==> config.mk <==
export PLATFORM = sky130hd
export DESIGN_NAME = lockstep_compare
export DESIGN_NICKNAME = d
export VERILOG_FILES = /design/src/rtl/lockstep_compare_pkg.sv /design/src/rtl/lockstep_delay_line.sv /design/src/rtl/lockstep_compare.sv
export SDC_FILE = /design/constraint.sdc
export NUM_CORES = 1
export LEC_CHECK = 0
export ABC_AREA = 1
export BUFFER_PORTS_ARGS = -buffer_cell sky130_fd_sc_hd__buf_2
export CAP_MARGIN = 10
export CORE_MARGIN = 8
export CORE_UTILIZATION = 51
export CTS_CLUSTER_SIZE = 24
export DETAILED_ROUTE_END_ITERATION = 8
export PLACE_DENSITY = 0.76
export SLEW_MARGIN = 30
export SYNTH_ARGS = -nofsm -noshare
export SYNTH_HDL_FRONTEND = slang
export SYNTH_SLANG_ARGS = --single-unit
==> constraint.sdc <==
create_clock -name clk -period 31.6 [get_ports clk]
set_clock_uncertainty 0.05 [all_clocks]
set_input_delay 6.32 -clock clk [delete_from_list [all_inputs] [get_ports clk]]
set_output_delay 6.32 -clock clk [all_outputs]
set_load 0.05 [all_outputs]
==> src/rtl/lockstep_compare_pkg.sv <==
// lockstep_compare_pkg
//   Shared types and helpers for the lockstep comparator:
//   - state_e     : comparator state (WARMUP, ARMED, HALTED)
//   - MODE_*      : cfg_mode encodings
//   - sat_inc     : saturating increment on a 32-bit carrier
package lockstep_compare_pkg;

    typedef enum logic [1:0] {
        WARMUP = 2'd0,
        ARMED  = 2'd1,
        HALTED = 2'd2
    } state_e;

    localparam logic MODE_STRICT = 1'b0;
    localparam logic MODE_VALID  = 1'b1;

    // Counters up to 32 bits wide are passed zero-extended; the caller
    // truncates the result back to its own width.
    function automatic logic [31:0] sat_inc(input logic [31:0] val,
                                            input logic [31:0] max_val);
        return (val >= max_val) ? max_val : val + 32'd1;
    endfunction

endpackage

==> src/rtl/lockstep_delay_line.sv <==
// lockstep_delay_line
//   Variable-tap shift register. tap = 0 returns din undelayed, tap = j
//   returns din from j cycles earlier. Taps above DEPTH clamp to DEPTH.
//   Ports:
//     clk, rst : clock, asynchronous active-high reset (contents to 0)
//     din      : WIDTH-bit input sampled every cycle
//     tap      : delay select, 0..DEPTH
//     dout     : selected tap
module lockstep_delay_line #(
    parameter  int WIDTH = 8,
    parameter  int DEPTH = 3,
    localparam int TAP_W = $clog2(DEPTH + 1)
) (
    input  logic             clk,
    input  logic             rst,
    input  logic [WIDTH-1:0] din,
    input  logic [TAP_W-1:0] tap,
    output logic [WIDTH-1:0] dout
);

    // sr_q[j] holds din from j+1 cycles ago.
    logic [DEPTH-1:0][WIDTH-1:0] sr_q;
    logic [DEPTH-1:0][WIDTH-1:0] sr_d;
    logic [DEPTH:0][WIDTH-1:0]   taps;
    logic [TAP_W-1:0]            tap_c;

    always_comb begin
        taps  = {sr_q, din};
        sr_d  = taps[DEPTH-1:0];
        tap_c = (tap > TAP_W'(DEPTH)) ? TAP_W'(DEPTH) : tap;
        dout  = taps[tap_c];
    end

    always_ff @(posedge clk or posedge rst) begin
        if (rst) sr_q <= '0;
        else     sr_q <= sr_d;
    end

endmodule

==> src/rtl/lockstep_compare.sv <==
// lockstep_compare
//   Runtime lockstep checker for two copies of one block. Copy A is delayed
//   by cfg_skew cycles and compared per channel against copy B. Failures are
//   recorded in sticky flags, a saturating error counter and a first-failure
//   record (lowest failing channel and armed-cycle stamp).
//   Ports:
//     clk, rst          : clock, asynchronous active-high reset
//     a_data/a_valid    : copy A bundles and valids (channel i at i*DATA_WIDTH)
//     b_data/b_valid    : copy B bundles and valids
//     cfg_skew          : lag of B behind A (clamped to SKEW_MAX)
//     cfg_mask          : per-channel compare enable
//     cfg_mode          : 0 strict, 1 valid-qualified
//     cfg_halt          : freeze on first failure
//     clear             : synchronous clear of status, restart warmup
//     armed             : comparisons active
//     mismatch          : sticky per-channel failure flags
//     mismatch_pulse    : one cycle per failing comparison
//     err_count         : failing cycles, saturating
//     first_chan/cycle  : first failure record, qualified by first_valid
module lockstep_compare
    import lockstep_compare_pkg::*;
#(
    parameter  int DATA_WIDTH    = 64,
    parameter  int CHANNELS      = 4,
    parameter  int SKEW_MAX      = 3,
    parameter  int WARMUP_CYCLES = 1,
    parameter  int CNT_WIDTH     = 16,
    localparam int SKEW_W        = $clog2(SKEW_MAX + 1),
    localparam int CH_W          = (CHANNELS > 1) ? $clog2(CHANNELS) : 1
) (
    input  logic                           clk,
    input  logic                           rst,
    input  logic [CHANNELS*DATA_WIDTH-1:0] a_data,
    input  logic [CHANNELS-1:0]            a_valid,
    input  logic [CHANNELS*DATA_WIDTH-1:0] b_data,
    input  logic [CHANNELS-1:0]            b_valid,
    input  logic [SKEW_W-1:0]              cfg_skew,
    input  logic [CHANNELS-1:0]            cfg_mask,
    input  logic                           cfg_mode,
    input  logic                           cfg_halt,
    input  logic                           clear,
    output logic                           armed,
    output logic [CHANNELS-1:0]            mismatch,
    output logic                           mismatch_pulse,
    output logic [CNT_WIDTH-1:0]           err_count,
    output logic [CH_W-1:0]                first_chan,
    output logic [CNT_WIDTH-1:0]           first_cycle,
    output logic                           first_valid
);

    localparam int BUS_W = CHANNELS * (DATA_WIDTH + 1);
    localparam int WC_W  = $clog2(WARMUP_CYCLES + SKEW_MAX + 1);
    localparam logic [CNT_WIDTH-1:0] CNT_MAX = '1;

    // ---------------- skew select and A delay line ----------------
    logic [SKEW_W-1:0]              skew_eff;
    logic [BUS_W-1:0]               a_tap;
    logic [CHANNELS-1:0]            a_valid_t;
    logic [CHANNELS*DATA_WIDTH-1:0] a_data_t;

    assign skew_eff = (cfg_skew > SKEW_W'(SKEW_MAX)) ? SKEW_W'(SKEW_MAX) : cfg_skew;

    lockstep_delay_line #(
        .WIDTH (BUS_W),
        .DEPTH (SKEW_MAX)
    ) u_a_dly (
        .clk  (clk),
        .rst  (rst),
        .din  ({a_valid, a_data}),
        .tap  (skew_eff),
        .dout (a_tap)
    );

    assign {a_valid_t, a_data_t} = a_tap;

    // ---------------- per-channel compare ----------------
    logic [CHANNELS-1:0] chan_fail;
    logic [CH_W-1:0]     fail_idx;

    always_comb begin
        chan_fail = '0;
        for (int i = 0; i < CHANNELS; i++) begin
            if (cfg_mode == MODE_STRICT)
                chan_fail[i] = (a_valid_t[i] != b_valid[i]) |
                               (a_data_t[i*DATA_WIDTH +: DATA_WIDTH] !=
                                b_data[i*DATA_WIDTH +: DATA_WIDTH]);
            else
                chan_fail[i] = (a_valid_t[i] != b_valid[i]) |
                               (a_valid_t[i] & b_valid[i] &
                                (a_data_t[i*DATA_WIDTH +: DATA_WIDTH] !=
                                 b_data[i*DATA_WIDTH +: DATA_WIDTH]));
        end
        chan_fail = chan_fail & cfg_mask;
    end

    // Walk downwards so the lowest failing index is the last one written.
    always_comb begin
        fail_idx = '0;
        for (int i = CHANNELS - 1; i >= 0; i--)
            if (chan_fail[i]) fail_idx = CH_W'(i);
    end

    // ---------------- state and status ----------------
    state_e               state_q, state_d;
    logic [SKEW_W-1:0]    skew_q, skew_d;
    logic [WC_W-1:0]      wcnt_q, wcnt_d;
    logic [CNT_WIDTH-1:0] stamp_q, stamp_d;
    logic [CHANNELS-1:0]  mismatch_q, mismatch_d;
    logic                 pulse_q, pulse_d;
    logic [CNT_WIDTH-1:0] err_q, err_d;
    logic [CH_W-1:0]      fchan_q, fchan_d;
    logic [CNT_WIDTH-1:0] fcycle_q, fcycle_d;
    logic                 fvalid_q, fvalid_d;

    logic            restart;
    logic            fail;
    logic [WC_W-1:0] wc_next;
    logic [WC_W-1:0] wc_target;

    // The cycle that sees clear or a skew change counts as the first warmup
    // cycle, so the next warmup index is 1 regardless of the old count.
    assign restart   = clear | ((skew_q != skew_eff) & (state_q != HALTED));
    assign fail      = (state_q == ARMED) & ~restart & (|chan_fail);
    assign wc_next   = (restart ? '0 : wcnt_q) + WC_W'(1);
    assign wc_target = WC_W'(WARMUP_CYCLES) + WC_W'(skew_eff);

    always_comb begin
        state_d    = state_q;
        skew_d     = skew_eff;
        wcnt_d     = wcnt_q;
        stamp_d    = stamp_q;
        mismatch_d = mismatch_q;
        pulse_d    = 1'b0;
        err_d      = err_q;
        fchan_d    = fchan_q;
        fcycle_d   = fcycle_q;
        fvalid_d   = fvalid_q;

        if (clear) begin
            mismatch_d = '0;
            err_d      = '0;
            fchan_d    = '0;
            fcycle_d   = '0;
            fvalid_d   = 1'b0;
        end else if (fail) begin
            mismatch_d = mismatch_q | chan_fail;
            pulse_d    = 1'b1;
            err_d      = CNT_WIDTH'(sat_inc(32'(err_q), 32'(CNT_MAX)));
            if (!fvalid_q) begin
                fchan_d  = fail_idx;
                fcycle_d = stamp_q;
                fvalid_d = 1'b1;
            end
        end

        if (restart || state_q == WARMUP) begin
            if (wc_next >= wc_target) begin
                state_d = ARMED;
                wcnt_d  = '0;
                stamp_d = '0;
            end else begin
                state_d = WARMUP;
                wcnt_d  = wc_next;
            end
        end else if (state_q == ARMED) begin
            stamp_d = CNT_WIDTH'(sat_inc(32'(stamp_q), 32'(CNT_MAX)));
            if (fail && cfg_halt) state_d = HALTED;
        end
    end

    always_ff @(posedge clk or posedge rst) begin
        if (rst) begin
            state_q    <= WARMUP;
            skew_q     <= '0;
            wcnt_q     <= '0;
            stamp_q    <= '0;
            mismatch_q <= '0;
            pulse_q    <= 1'b0;
            err_q      <= '0;
            fchan_q    <= '0;
            fcycle_q   <= '0;
            fvalid_q   <= 1'b0;
        end else begin
            state_q    <= state_d;
            skew_q     <= skew_d;
            wcnt_q     <= wcnt_d;
            stamp_q    <= stamp_d;
            mismatch_q <= mismatch_d;
            pulse_q    <= pulse_d;
            err_q      <= err_d;
            fchan_q    <= fchan_d;
            fcycle_q   <= fcycle_d;
            fvalid_q   <= fvalid_d;
        end
    end

    assign armed          = (state_q == ARMED);
    assign mismatch       = mismatch_q;
    assign mismatch_pulse = pulse_q;
    assign err_count      = err_q;
    assign first_chan     = fchan_q;
    assign first_cycle    = fcycle_q;
    assign first_valid    = fvalid_q;

endmodule

# Word level (Yosys, flattened, before mapping)
# Cells that the tools add are included.
# classes
addsub	4
magnitude_cmp	6
eq_ne	13
n_mux	37
bitwise	23
reduce_logical	10
# op_table
op	count
$bmux W260 S2	1
$mux W260	1
$ne A64 B64 Y1	4
$mux W16	10
$add A16 B1 Y16 const B	2
$ge A16 B16 Y1 const B	2
$mux W2	12
$and A1 B1 Y1	11
$mux W1	9
$or A1 B1 Y1	9
$mux W4	2
$mux W3	2
$reduce_and A2 Y1	3
$reduce_bool A2 Y1	3
$and A4 B4 Y4	1
$gt A2 B2 Y1 const B	2
$ne A1 B1 Y1	4
$ne A2 B2 Y1 const B	2
$or A4 B4 Y4	1
$reduce_or A4 Y1	1
$add A1 B2 Y3 const A	1
$add A3 B1 Y3 const B	1
$ge A3 B3 Y1	1
$lt A2 B3 Y1 const B	1
other kinds (7)	7
# word_totals
ff_bits	843
word_cells	106

# Depth between registers and ports, before layout
# depth
word_depth	18
mapped_depth	25
mapped_depth_nobuf	21

# Cells and area by module
# Synthesis repeated with hierarchy kept, for this count alone.
# hier_totals
hier_cells	5209
hier_area_um2	39714.3
# modules_own_cells
mod	n_inst	cells_per_inst	area_each_um2	seq_area_each_um2
lockstep_delay_line	1	3815	32045.7	19518.7
lockstep_compare	1	1394	7668.6	1576.5

# Worst setup path before layout
# OpenSTA, ideal clock, no wires.
# synth_timing
path_kind	input to register
from	in cfg_skew[1]
to	reg stamp_q[11]
setup_ps	141
t_arrival_ps	9083
slack_ps	22327
cell_stages	19
path_buffers	4
path_cell_list	buf_4 -> buf_2 -> buf_2 -> xor2_1 -> o22ai_1 -> nand2_1 -> nor2_1 -> ha_1 -> inv_1 -> xor2_1 -> inv_1 -> ha_1 -> nand2_1 -> o21ai_0 -> a31oi_1 -> or2_2 -> nand2_1 -> clkbuf_1 -> o22ai_1
# synth_via
elab_chain_len	10
word_cells_on_any_way	14
cone_classes	add/sub: 2; order compare: 2; eq/ne: 2; mux: 3; bitwise: 2; reduce/logical: 3
# synth_rtl
item	line	text
start, declared	lockstep_compare.sv:37	input logic [SKEW_W-1:0] cfg_skew,
$gt A2 B2 Y1	lockstep_compare.sv:61	assign skew_eff = (cfg_skew > SKEW_W'(SKEW_MAX)) ? SKEW_W'(SKEW_MAX) : cfg_skew;
$mux W2 (*)	lockstep_compare.sv:61	
$ne A2 B2 Y1	lockstep_compare.sv:122	assign restart = clear | ((skew_q != skew_eff) & (state_q != HALTED));
$and A1 B1 Y1	lockstep_compare.sv:122	
$or A1 B1 Y1	lockstep_compare.sv:122	
$mux W3	lockstep_compare.sv:124	assign wc_next = (restart ? '0 : wcnt_q) + WC_W'(1);
$add A3 B1 Y3	lockstep_compare.sv:124	
$ge A3 B3 Y1	lockstep_compare.sv:157	if (wc_next >= wc_target) begin
$ne A2 B1 Y1 (no source line)	n/a	
$reduce_and A2 Y1 (no source line)	n/a	
end signal, assigned	lockstep_compare.sv:187	stamp_q <= stamp_d;
end, declared	lockstep_compare.sv:107	logic [CNT_WIDTH-1:0] stamp_q, stamp_d;
# Every way passes the cells marked *; elsewhere a longest branch is shown, timed or not.
# A chain may end at the register's enable or synchronous reset.

# Worst setup path in the final report
# layout_timing
from	in cfg_skew[0]
to	reg fcycle_q[0], in the netlist first_cycle[0]
# layout_via
elab_chain_len	15
word_cells_on_any_way	44
cone_classes	order compare: 2; eq/ne: 9; mux: 8; bitwise: 22; reduce/logical: 3
# layout_rtl
item	line	text
$gt A2 B2 Y1	lockstep_compare.sv:61	
$mux W2 (*)	lockstep_compare.sv:61	
$gt A2 B2 Y1	lockstep_delay_line.sv:30	tap_c = (tap > TAP_W'(DEPTH)) ? TAP_W'(DEPTH) : tap;
$mux W2	lockstep_delay_line.sv:30	
$bmux W260 S2	lockstep_delay_line.sv:31	dout = taps[tap_c];
$mux W260 (not written as such)	lockstep_delay_line.sv:31	
$ne A64 B64 Y1 or $and A1 B1 Y1 (tied branches)	lockstep_compare.sv:85, lockstep_compare.sv:90, lockstep_compare.sv:89	
$and A1 B1 Y1	lockstep_compare.sv:89	(a_valid_t[i] & b_valid[i] &
$or A1 B1 Y1	lockstep_compare.sv:88	chan_fail[i] = (a_valid_t[i] != b_valid[i]) |
$mux W1	lockstep_compare.sv:83	if (cfg_mode == MODE_STRICT)
$and A4 B4 Y4	lockstep_compare.sv:93	chan_fail = chan_fail & cfg_mask;
$reduce_or A4 Y1	lockstep_compare.sv:123	assign fail = (state_q == ARMED) & ~restart & (|chan_fail);
$and A1 B1 Y1 (*)	lockstep_compare.sv:123	
$reduce_bool A2 Y1 (no source line) (*)	n/a	
$reduce_and A2 Y1 (no source line) (*)	n/a	
end signal, assigned	lockstep_compare.sv:192	fcycle_q <= fcycle_d;
end, declared	lockstep_compare.sv:112	logic [CNT_WIDTH-1:0] fcycle_q, fcycle_d;
# Every way passes the cells marked *; elsewhere a longest branch is shown, timed or not. The select of a mux whose other input is x is not followed.

==> run_results.csv <==
group,metric,value,unit
routing,via_per_inst,5.34,
power_and_ir_drop,ir_drop,0.0000384,V
timing,setup_ws,20670,ps
placement,place_congestion,0.900,
global_route,globalRouteTotalUtil,28.1,%
final_layout,areaGrowthSynthToFinish,18.0,%
clock_tree,postCtsHoldBufs,0,
placement,place.port_buffers,571,
synth,synth_cell_types,33,
synth,syn-cell-area,35800,um2
setup_path,crit_type,"input pin to flop",
setup_path,cp_slowest_stage_delay,770,ps
synth,synth-simple-area-share,33.7,%
setup_path,critPathSlowestCell,"buf_4",
run_status,status,"completed",
synth,synth-adder-area-share,0.384,%
clock_tree,numClockSinks,843,
worst_hold_path,holdCritPathClass,"flop to flop",
worst_hold_path,hold-path-endpoint,"u_a_dly.sr_q[531]",
synth,synth_top_family_by_area,"simple AND/OR/NAND/NOR gates",
setup_path,arrival,11450,ps
timing,finalSetupTns,0,ps
floorplanning,initial_core_util,51.4,%
floorplanning,core_region_area,69800,um2
final_layout,nets,5148,
setup_path,rr_startpoint,"u_a_dly.sr_d[293]",
timing,slew_violations,0,
routing,dr.pass1.iters,6,
run,drv_cap,0,
final_layout,layout_common_cells,"1855 x nand2_1, 843 x dfrtp_1, 569 x buf_2",
power_and_ir_drop,switching_power,654,uW
timing,fmax,91.5,MHz
setup_path,worstPathMaxFanout,292,
setup_path,worst_setup_path_start_kind,"input pin",
power_and_ir_drop,swShare,26.0,%
power_and_ir_drop,power.density,59.5,nW/um2
setup_path,worstPathCellList,"buf_8 -> clkinv_16 -> buf_4 -> nand2_1 -> nand3_1 -> nand3b_1 -> nand2_1 -> nor2_1 -> nand3_1 -> nor2_1 -> nand2_1 -> nor2_1 -> nand2_1 -> nand2_1 -> nand2_1 -> nand2_1 -> nand2_2 -> o21ai_4 -> nand2_4 -> nand2_4 -> nand2_1 -> nand2_1",
routing,drt-total-wl,114000,um
routing,drt_iter0_drc,2786,
synth,synth_xor_area_share,1.64,%
synth,synthesis.nets,4647,
worst_hold_path,hold_path_depth,0,
global_route,grt_pass1_vias,29646,
placement,detailed_place_hpwl,79400,um
timing,max_slew_margin,17.2,%
power_and_ir_drop,p_int,1860,uW
clock_tree,cts.clk_slew.worst_paths,60,ps
routing,ant_nets,0,
setup_path,cp-end-kind,"flop",
timing,rsz0062_at_grt,"no",
floorplanning,fp-row-count,97,
floorplanning,dieWidth,281,um
synth,yosys_warnings,0,
final_layout,drive_gt1_share,16.0,%
placement,place_ws,20130,ps
synth,syn_inst,4105,
worst_hold_path,hp-start,"u_a_dly.sr_d[531]",
floorplanning,die-area,79000,um2
clock_tree,htreeDepth,3,
setup_path,reg2reg_slack,27920,ps
global_route,antenna_found_initial,73,
power_and_ir_drop,p_comb_share,11.5,%
clock_tree,cts_made_buffers,89,
setup_path,crit_top_cell,"nand2_1",
power_and_ir_drop,clkPwrFrac,42.6,%
floorplanning,ios,572,
setup_path,worstPathRequired,32110,ps
routing,wl_per_cell,20.1,um
setup_path,r2r_cells,19,
synth,synth_mux_area_share,0,%
timing,setup-violations-final,0,
timing,hold_violations,0,
power_and_ir_drop,power.share.sequential,45.9,%
synth,synth_seq_cells,843,
timing,min_period,10930,ps
final_layout,mostFrequentLayoutCell,"nand2_1",
power_and_ir_drop,p_leak,0.0215,uW
clock_tree,cts-root-buf,"clkbuf_16",
clock_tree,insertion_delay,630,ps
setup_path,r2r_end,"first_cycle[0]",
routing,vias,30318,
routing,drc,0,
clock_tree,cts-resized-gates,0,
global_route,gr-total-overflow,0,
floorplanning,dieHeight,281,um
timing,tightest_slew,1240,ps
global_route,grt_pass1_wl,171000,um
clock_tree,tritoncts,"done",
timing,period_share,34.6,%
synth,synth_compound_area_share,1.56,%
clock_tree,cts_buffer_depth,3,
synth,syn_avg_cell_area,8.73,um2
clock_tree,cts_setup_buffers,0,
synth,ys_seq_area_share,58.8,%
global_route,grt_max_degree,293,
flip-flops by register name, indices dropped and copies added (netlist names):
name            count
err_count          16
first_valid         1
mismatch            4
wcnt_q              3
first_cycle        16
skew_q              2
u_a_dly.sr_d      520
mismatch_pulse      1
state_q             2
u_a_dly.sr_q      260
first_chan          2
stamp_q            16
per-stage QoR:
| stage | hold WS [ps] | utilization, % | cell area (um2) | total power [uW] | cells |
|---|---|---|---|---|---|
| 2_1_floorplan | 299 | - | 35800 | 1350 | 4105 |
| 3_3_place_gp | 302 | 56.0 | 39100 | 1450 | 5452 |
| 3_5_place_dp | 305 | 56.0 | 39100 | 1460 | 5452 |
| 4_1_cts | 291 | 60.3 | 42100 | 2530 | 5610 |
| 5_1_grt | 300 | 60.6 | 42300 | 2610 | 5653 |
| 6_report | 301 | 60.6 | 42300 | 2520 | 5673 |
how the worst max path moves through the flow:
| stage | from | end | slack [ps] | cells after the start |
|---|---|---|---|---|
| final | cfg_skew[0] | first_cycle[0] | 20670 | 22 |
| after global routing | cfg_skew[0] | first_cycle[14] | 20360 | 23 |
| after CTS | cfg_skew[0] | first_cycle[14] | 20800 | 24 |
| after detailed placement | cfg_skew[0] | first_cycle[0] | 20130 | 24 |
| after global placement | cfg_skew[0] | first_cycle[3] | 20210 | 23 |
| after floorplan | rst | err_count[0] | 1550 | 1 |
synthesized netlist by cell type:
| cell | number | area share [%] |
|---|---|---|
| buf_1 | 4 | 0.042 |
| nor2_1 | 176 | 1.8 |
| a21boi_0 | 1 | 0.021 |
| or2_2 | 2 | 0.035 |
| buf_6 | 15 | 0.47 |
| xnor2_1 | 15 | 0.37 |
| xor2_1 | 52 | 1.3 |
| a21oi_1 | 25 | 0.35 |
| nand2_1 | 1855 | 19 |
| nand2_4 | 2 | 0.063 |
| nand3b_1 | 194 | 4.1 |
| inv_4 | 1 | 0.017 |
| buf_2 | 120 | 1.7 |
| inv_1 | 80 | 0.84 |
| o21ai_1 | 5 | 0.070 |
| nor3_1 | 9 | 0.13 |
| a311oi_1 | 1 | 0.024 |
| nand4_1 | 22 | 0.38 |
| nand3_1 | 550 | 7.7 |
| buf_4 | 29 | 0.61 |
| o21ai_4 | 1 | 0.045 |
| o21a_1 | 4 | 0.084 |
| o21ai_0 | 44 | 0.61 |
| a31oi_1 | 2 | 0.035 |
| dfrtp_1 | 843 | 59 |
| nand2_2 | 2 | 0.035 |
| nor4_1 | 3 | 0.052 |
| a41oi_1 | 1 | 0.024 |
| ha_1 | 11 | 0.38 |
| inv_6 | 1 | 0.024 |
| clkbuf_1 | 17 | 0.18 |
| or3_1 | 1 | 0.017 |
| o22ai_1 | 17 | 0.30 |
final cells by class:
type / count / area [um2]
timing repair buffer: 595 / 3180
sequential: 843 / 21100
multi-input combinational: 2995 / 13400
clock buffer: 124 / 2560
tap: 940 / 1180
clock inverter: 34 / 422
antenna: 60 / 150
fill: 5889 / 27500
inverter: 82 / 349
kinds of logic after synthesis:
| kind of cell | Yosys count |
|---|---|
| fa+ha+maj | 11 |
| xor+xnor | 67 |
| flops | 843 |
| simple gates | 2816 |
| compound gates | 101 |
| buf+inv | 267 |
power groups by stage:
stage / Combinational, uW / Sequential, uW / Clock, uW
2_1_floorplan: 176 / 1170 / 0
3_3_place_gp: 282 / 1170 / 0
3_5_place_dp: 286 / 1170 / 0
4_1_cts: 289 / 1150 / 1090
5_1_grt: 323 / 1160 / 1130
6_report: 290 / 1160 / 1070
per-layer routing:
metal	track usage [%]	up-vias	part of all wire, %
li1	-	14251	-
met2	44.8	1162	48
met5	0	-	0.17
met4	15.1	34	5.2
met3	6.48	272	7.7
met1	35.5	14599	39
worst max-delay path, delay by kind of cell:
family | cells | cell delay [ps]
and+or+nand+nor | 18 | 2420
AOI/OAI and AO/OA | 1 | 240
buffers and inverters | 3 | 1870
Note: power is estimated with default switching activity, not from simulation.
